**src/rtl/vc_input_port.sv**
```systemverilog
// Virtual-channel router input port: one FIFO per VC plus a per-VC
// IDLE/VA/ACTIVE packet FSM driving allocation and switch requests.
module vc_input_port #(
    parameter int unsigned VC_NUM         = 2,
    parameter int unsigned BUFFER_SIZE    = 8,
    parameter int unsigned DEST_ADDR_SIZE = 3,
    parameter int unsigned FLIT_W         = 25
) (
    input  logic                                clk,
    input  logic                                rst,
    input  logic [FLIT_W-1:0]                   data_i,
    input  logic                                valid_i,
    input  logic [$clog2(VC_NUM)-1:0]           vc_i,
    input  logic [VC_NUM-1:0]                   read_i,
    input  logic [VC_NUM-1:0]                   vc_grant_i,
    output logic [VC_NUM*FLIT_W-1:0]            data_o,
    output logic [VC_NUM*2*DEST_ADDR_SIZE-1:0]  dest_o,
    output logic [VC_NUM-1:0]                   is_empty_o,
    output logic [VC_NUM-1:0]                   is_full_o,
    output logic [VC_NUM-1:0]                   va_req_o,
    output logic [VC_NUM-1:0]                   sa_req_o,
    output logic [VC_NUM-1:0]                   credit_o,
    output logic [VC_NUM-1:0]                   err_o
);

    localparam int unsigned VcW   = $clog2(VC_NUM);
    localparam int unsigned PtrW  = $clog2(BUFFER_SIZE);
    localparam int unsigned CntW  = $clog2(BUFFER_SIZE + 1);
    localparam int unsigned DestW = 2 * DEST_ADDR_SIZE;
    // {x_dest, y_dest} sit directly below the label and vc_id fields
    localparam int unsigned DestLsb = FLIT_W - 2 - VcW - DestW;

    localparam logic [1:0] LblHead     = 2'd0;
    localparam logic [1:0] LblTail     = 2'd2;
    localparam logic [1:0] LblHeadTail = 2'd3;

    typedef enum logic [1:0] {StIdle, StVa, StActive} state_e;

    for (genvar v = 0; v < VC_NUM; v++) begin : g_vc
        logic [FLIT_W-1:0] mem_q [BUFFER_SIZE];
        logic [PtrW-1:0]   wr_ptr_q, rd_ptr_q;
        logic [CntW-1:0]   cnt_q, cnt_d;
        state_e            state_q, state_d;
        logic [DestW-1:0]  dest_q, dest_d;
        logic              err_q, err_d;
        logic              credit_q;
        logic              first_q, first_d;
        logic [FLIT_W-1:0] front;
        logic [1:0]        label;
        logic              empty, full, push_req, push, pop;

        assign front    = mem_q[rd_ptr_q];
        assign label    = front[FLIT_W-1 -: 2];
        assign empty    = (cnt_q == '0);
        assign full     = (cnt_q == CntW'(BUFFER_SIZE));
        assign pop      = read_i[v] && (state_q == StActive) && !empty;
        assign push_req = valid_i && (vc_i == VcW'(v));
        assign push     = push_req && (!full || pop);

        always_comb begin
            cnt_d = cnt_q;
            if (push && !pop) begin
                cnt_d = cnt_q + CntW'(1);
            end else if (pop && !push) begin
                cnt_d = cnt_q - CntW'(1);
            end
        end

        always_comb begin
            state_d = state_q;
            dest_d  = dest_q;
            first_d = first_q;
            err_d   = err_q;
            if (push_req && full && !pop) err_d = 1'b1;
            if (read_i[v] && !pop)        err_d = 1'b1;
            unique case (state_q)
                StIdle: begin
                    if (!empty) begin
                        if (label == LblHead || label == LblHeadTail) begin
                            state_d = StVa;
                            dest_d  = front[DestLsb +: DestW];
                        end else begin
                            err_d = 1'b1;
                        end
                    end
                end
                StVa: begin
                    if (vc_grant_i[v]) begin
                        state_d = StActive;
                        first_d = 1'b1;
                    end
                end
                StActive: begin
                    if (pop) begin
                        first_d = 1'b0;
                        if (label == LblTail || label == LblHeadTail) begin
                            state_d = StIdle;
                        end else if (label == LblHead && !first_q) begin
                            // only the packet's own head may leave as HEAD
                            err_d = 1'b1;
                        end
                    end
                end
                default: state_d = StIdle;
            endcase
        end

        always_ff @(posedge clk) begin
            if (!rst) begin
                wr_ptr_q <= '0;
                rd_ptr_q <= '0;
                cnt_q    <= '0;
                state_q  <= StIdle;
                dest_q   <= '0;
                err_q    <= 1'b0;
                credit_q <= 1'b0;
                first_q  <= 1'b0;
            end else begin
                if (push) wr_ptr_q <= wr_ptr_q + PtrW'(1);
                if (pop)  rd_ptr_q <= rd_ptr_q + PtrW'(1);
                cnt_q    <= cnt_d;
                state_q  <= state_d;
                dest_q   <= dest_d;
                err_q    <= err_d;
                credit_q <= pop;
                first_q  <= first_d;
            end
        end

        always_ff @(posedge clk) begin
            if (rst && push) mem_q[wr_ptr_q] <= data_i;
        end

        assign data_o[v*FLIT_W +: FLIT_W] = empty ? '0 : front;
        assign dest_o[v*DestW +: DestW]   = dest_q;
        assign is_empty_o[v] = empty;
        assign is_full_o[v]  = full;
        assign va_req_o[v]   = (state_q == StVa);
        assign sa_req_o[v]   = (state_q == StActive) && !empty;
        assign credit_o[v]   = credit_q;
        assign err_o[v]      = err_q;
    end

endmodule
```
**config.mk**
```make
export PLATFORM = sky130hd
export DESIGN_NAME = vc_input_port
export DESIGN_NICKNAME = d
export VERILOG_FILES = /design/src/rtl/vc_input_port.sv
export SDC_FILE = /design/constraint.sdc
export NUM_CORES = 1
export LEC_CHECK = 0
export CORE_MARGIN = 3
export CORE_UTILIZATION = 55
export CTS_CLUSTER_SIZE = 12
export DETAILED_ROUTE_END_ITERATION = 16
export GPL_TIMING_DRIVEN = 0
export PLACE_DENSITY = 0.75
export SLEW_MARGIN = 20
export SYNTH_ARGS = -nofsm -noshare
export SYNTH_HDL_FRONTEND = slang
export SYNTH_SLANG_ARGS = --single-unit
```
**constraint.sdc**
```tcl
create_clock -name clk -period 5.63 [get_ports clk]
set_input_delay 1.126 -clock clk [delete_from_list [all_inputs] [get_ports clk]]
set_output_delay 1.126 -clock clk [all_outputs]
set_load 0.05 [all_outputs]
```
==> results.yml, run 1 <==
setup_path:
  regToRegEndpoint: "g_vc[1].mem_q[4][8]"
  cp.arrival_ns: 3.08
  r2r_slack_ns: 2.84
  worst_setup_path_end_kind: "primary output"
  cp_max_fo: 10
  ff2ff_path_depth: 7
  worstReg2RegStart: "g_vc[1].state_q[1]"
  worst_ep_required_time_ns: 4.50
  crit_type: "register to primary output"
  startpoint_type: "register"
grt:
  met3_usage: 0.04045
  grt-busiest-layer: "met2"
  grt_pass1_wl_mm: 56.47
  grt_util_met2: 0.3615
  overflow: 0
  track_usage: 0.2216
  grt_pass1_vias: 9369
  met1_usage: 0.3159
  grt_max_degree: 19
  antenna_found_initial: 1
sta:
  period_minus_slack_ns: 4.207
  worst_slew_pin_slew_ns: 0.8746
  setup_viol: 0
  max_slew_margin: 0.4138
  rsz0062_at_grt: "false"
  period_share: 0.7472
  holdWs_ns: 0.5132
  finalHoldViolCount: 0
  finClkSkew_ns: 0.02080
  fmax_mhz: 237.7
  drv_slew: 0
finish:
  drive_gt1_frac: 0.2346
  final_util: 0.6668
  fin_nets: 1148
  finalNonFillerCells: 1520
  post-route-cell-area_mm2: 0.02109
  syn2layout_area_growth_pct: 19.04
floorplan:
  rows: 65
  num_io_pins: 107
  die_h_um: 185.5
  coreArea_mm2: 0.03164
  die_w_um: 185.5
  start_util: 0.5601
  die_area_mm2: 0.03441
pwr:
  combPwrFrac: 0.142
  total_power_mw: 7.434
  peakVddDrop_mv: 0.2886
  p_int_mw: 5.532
  netSwitchingFraction: 0.2559
  clkPwrFrac: 0.357
  power_frac_seq: 0.501
  switching_power_mw: 1.903
  p_leak_nw: 6.785
  pwr_density_cell_mw_per_mm2: 352.4
drt:
  post-route-drc-count: 0
  detail_route.vias_per_cell: 5.966
  dr.pass1.iters: 5
  vias: 9068
  wl_per_cell_um: 24.27
  antenna_left: 0
  wirelength_mm: 36.89
  drtIter0Drc: 767
logic_synthesis:
  syn_avg_cell_area_um2: 19.67
  synthArstFlopShare: 0
  ys_ff_latch: 448
  synth_area_leaders: "edfxtp_1 68%, mux4_2 11%, dfxtp_1 5.4%, mux2i_1 3.1%, mux4_1 2.2%"
  synthCells: 901
  yosys-top-cells-count: "400 x edfxtp_1, 85 x mux4_2, 84 x nor2_1, 54 x mux2i_1, 48 x dfxtp_1"
  yosysTopAreaCell: "edfxtp_1"
  synth_edf_count: 400
  yosys_most_used_dff: "edfxtp_1"
  synth.net_count: 952
  yosys.cell_count.top_type: "edfxtp_1"
  yosysWarningCount: 0
  netlist_area_mm2: 0.01772
  synth.top_cell.area_share: 0.6779
  synthDistinctLibCells: 50
  ys_seq_area_frac: 0.7321
clock_tree:
  h-tree-depth: 2
  clkTransAtPathRegs_ns: 0.06
  cts_root_buf: "clkbuf_16"
  cts.repair.resized: 0
  clk_path_buf_depth: 3
  clock_latency_ns: 0.55
  cts_buffers: 44
  cts_tree: "yes"
  cts_hold_buf: 0
  post_cts_buffers: 0
  cts.sink_count: 448
placement:
  port_buffers: 106
  place.detailed.hpwl_mm: 24.63
  dp.cells: 1453
  place.gp.congestion: 0.7527
  placed_cell_area_mm2: 0.01981
worst_hold_path:
  hold_path_end: "g_vc[0].err_q"
  min_from: "g_vc[0].err_q"
  hp-class: "register to register"
  hold-path-cell-count: 2
outcome:
  outcome: "complete, no violations"
run:
  cap_violations: 0
==> stage by stage <==
stage / setup slack, ns / TNS, ns
global route: 1.337 / 0
floorplan: 1.148 / 0
CTS: 1.452 / 0
detailed placement: 1.661 / 0
global placement: -1.904 / -264.74
finish: 1.423 / 0
==> how the worst max path moves through the flow <==
stage          startpoint  depth (start not counted)              endpoint
4_1_cts          register                          7            data_o[47]
3_3_place_gp          rst                          4  g_vc[1].mem_q[2][12]
3_5_place_dp    read_i[0]                          7   g_vc[0].mem_q[2][7]
2_1_floorplan   read_i[1]                          3   g_vc[1].mem_q[0][0]
6_report         register                          7            data_o[28]
5_1_grt          register                          5            data_o[47]
==> kinds of logic (layout without fill, tap and decap cells) <==
family                     Yosys count  in the layout  share of synthesized area
AOI/OAI and AO/OA                   56             56                    0.01779
xor gates and xnor gates             9              9                   0.004449
adders and majority gates           18             18                    0.01356
buffers and inverters               68            284                    0.02711
DFF                                448            448                     0.7321
muxes                              156            156                     0.1628
other                                0              1                          0
and+or+nand+nor                    146            146                    0.04216
==> area by class of cell <==
| cell class | instances | area (µm²) |
|---|---|---|
| flip-flops and latches | 448 | 12970 |
| multi-input cells | 385 | 4363 |
| fillers | 2054 | 10540 |
| inverters | 14 | 53.80 |
| diodes | 1 | 2.502 |
| well taps | 402 | 503.0 |
| clock inverters | 4 | 55.05 |
| clock buffers | 62 | 1222 |
| repair buffers | 150 | 1495 |
| plain buffers | 54 | 426.7 |
==> power groups by stage <==
stage | Clock (mW) | Sequential [mW] | Combinational [mW]
final | 2.65 | 3.72 | 1.06
after global routing | 2.84 | 3.73 | 1.12
after CTS | 2.70 | 3.72 | 1.07
after detailed placement | 0 | 3.79 | 1.06
after global placement | 0 | 3.79 | 1.04
after floorplan | 0 | 3.85 | 0.616
==> sequential cells by signal, summed over array words and instances, names as in the netlist, named ones only <==
| name | flops |
|---|---|
| g_vc.first_q | 2 |
| g_vc.rd_ptr_q | 6 |
| g_vc.err_q | 2 |
| g_vc.dest_q | 12 |
| g_vc.mem_q | 400 |
| g_vc.cnt_q | 8 |
| g_vc.credit_q | 2 |
| g_vc.state_q | 4 |
| g_vc.wr_ptr_q | 6 |
==> layer usage <==
layer | vias up | wire length (µm)
met2 | 312 | 18350
met1 | 4727 | 15640
li1 | 3981 | -
met5 | - | 0
met4 | 0 | 633
met3 | 48 | 2262
==> worst max-delay path, stage by stage (launching register included) <==
cell,delay (ns)
dfxtp_1,0.33
buf_6,0.14
buf_4,0.21
buf_2,0.33
mux4_2,0.29
mux2i_1,0.09
nor2_1,0.28
clkdlybuf4s50_1,0.87
==> layout by cell type, fill, tap and decap left out, drive strengths merged, types with 8 or more instances in the layout <==
cell | synthesis | final
edfxtp | 400 | 400
clkdlybuf4s50 | 0 | 106
mux4 | 100 | 100
buf | 51 | 95
nor2 | 86 | 86
clkbuf | 3 | 65
mux2i | 56 | 56
dfxtp | 48 | 48
a21oi | 28 | 28
o21ai | 17 | 17
ha | 16 | 16
inv | 13 | 13
nand2 | 12 | 12
nor3 | 11 | 11
nand2b | 8 | 8
Note: power is estimated with default switching activity, not from simulation.
==> inputs of run 2 (changes only) <==
clock period = 4 ns   (was 5.63 ns; I/O delays follow)
==> results of run 2 <==
The final DEF is identical to that of run 1. Status: complete, no violations.
Main changes from that run: setup slack after placement 1.661 ns -> 0.3572 ns; setup slack after layout 1.423 ns -> 0.1191 ns; register-to-register setup slack 2.84 ns -> 1.21 ns; total power 7.434 mW -> 10.46 mW; worst IR drop on VDD 0.2886 mV -> 0.4062 mV
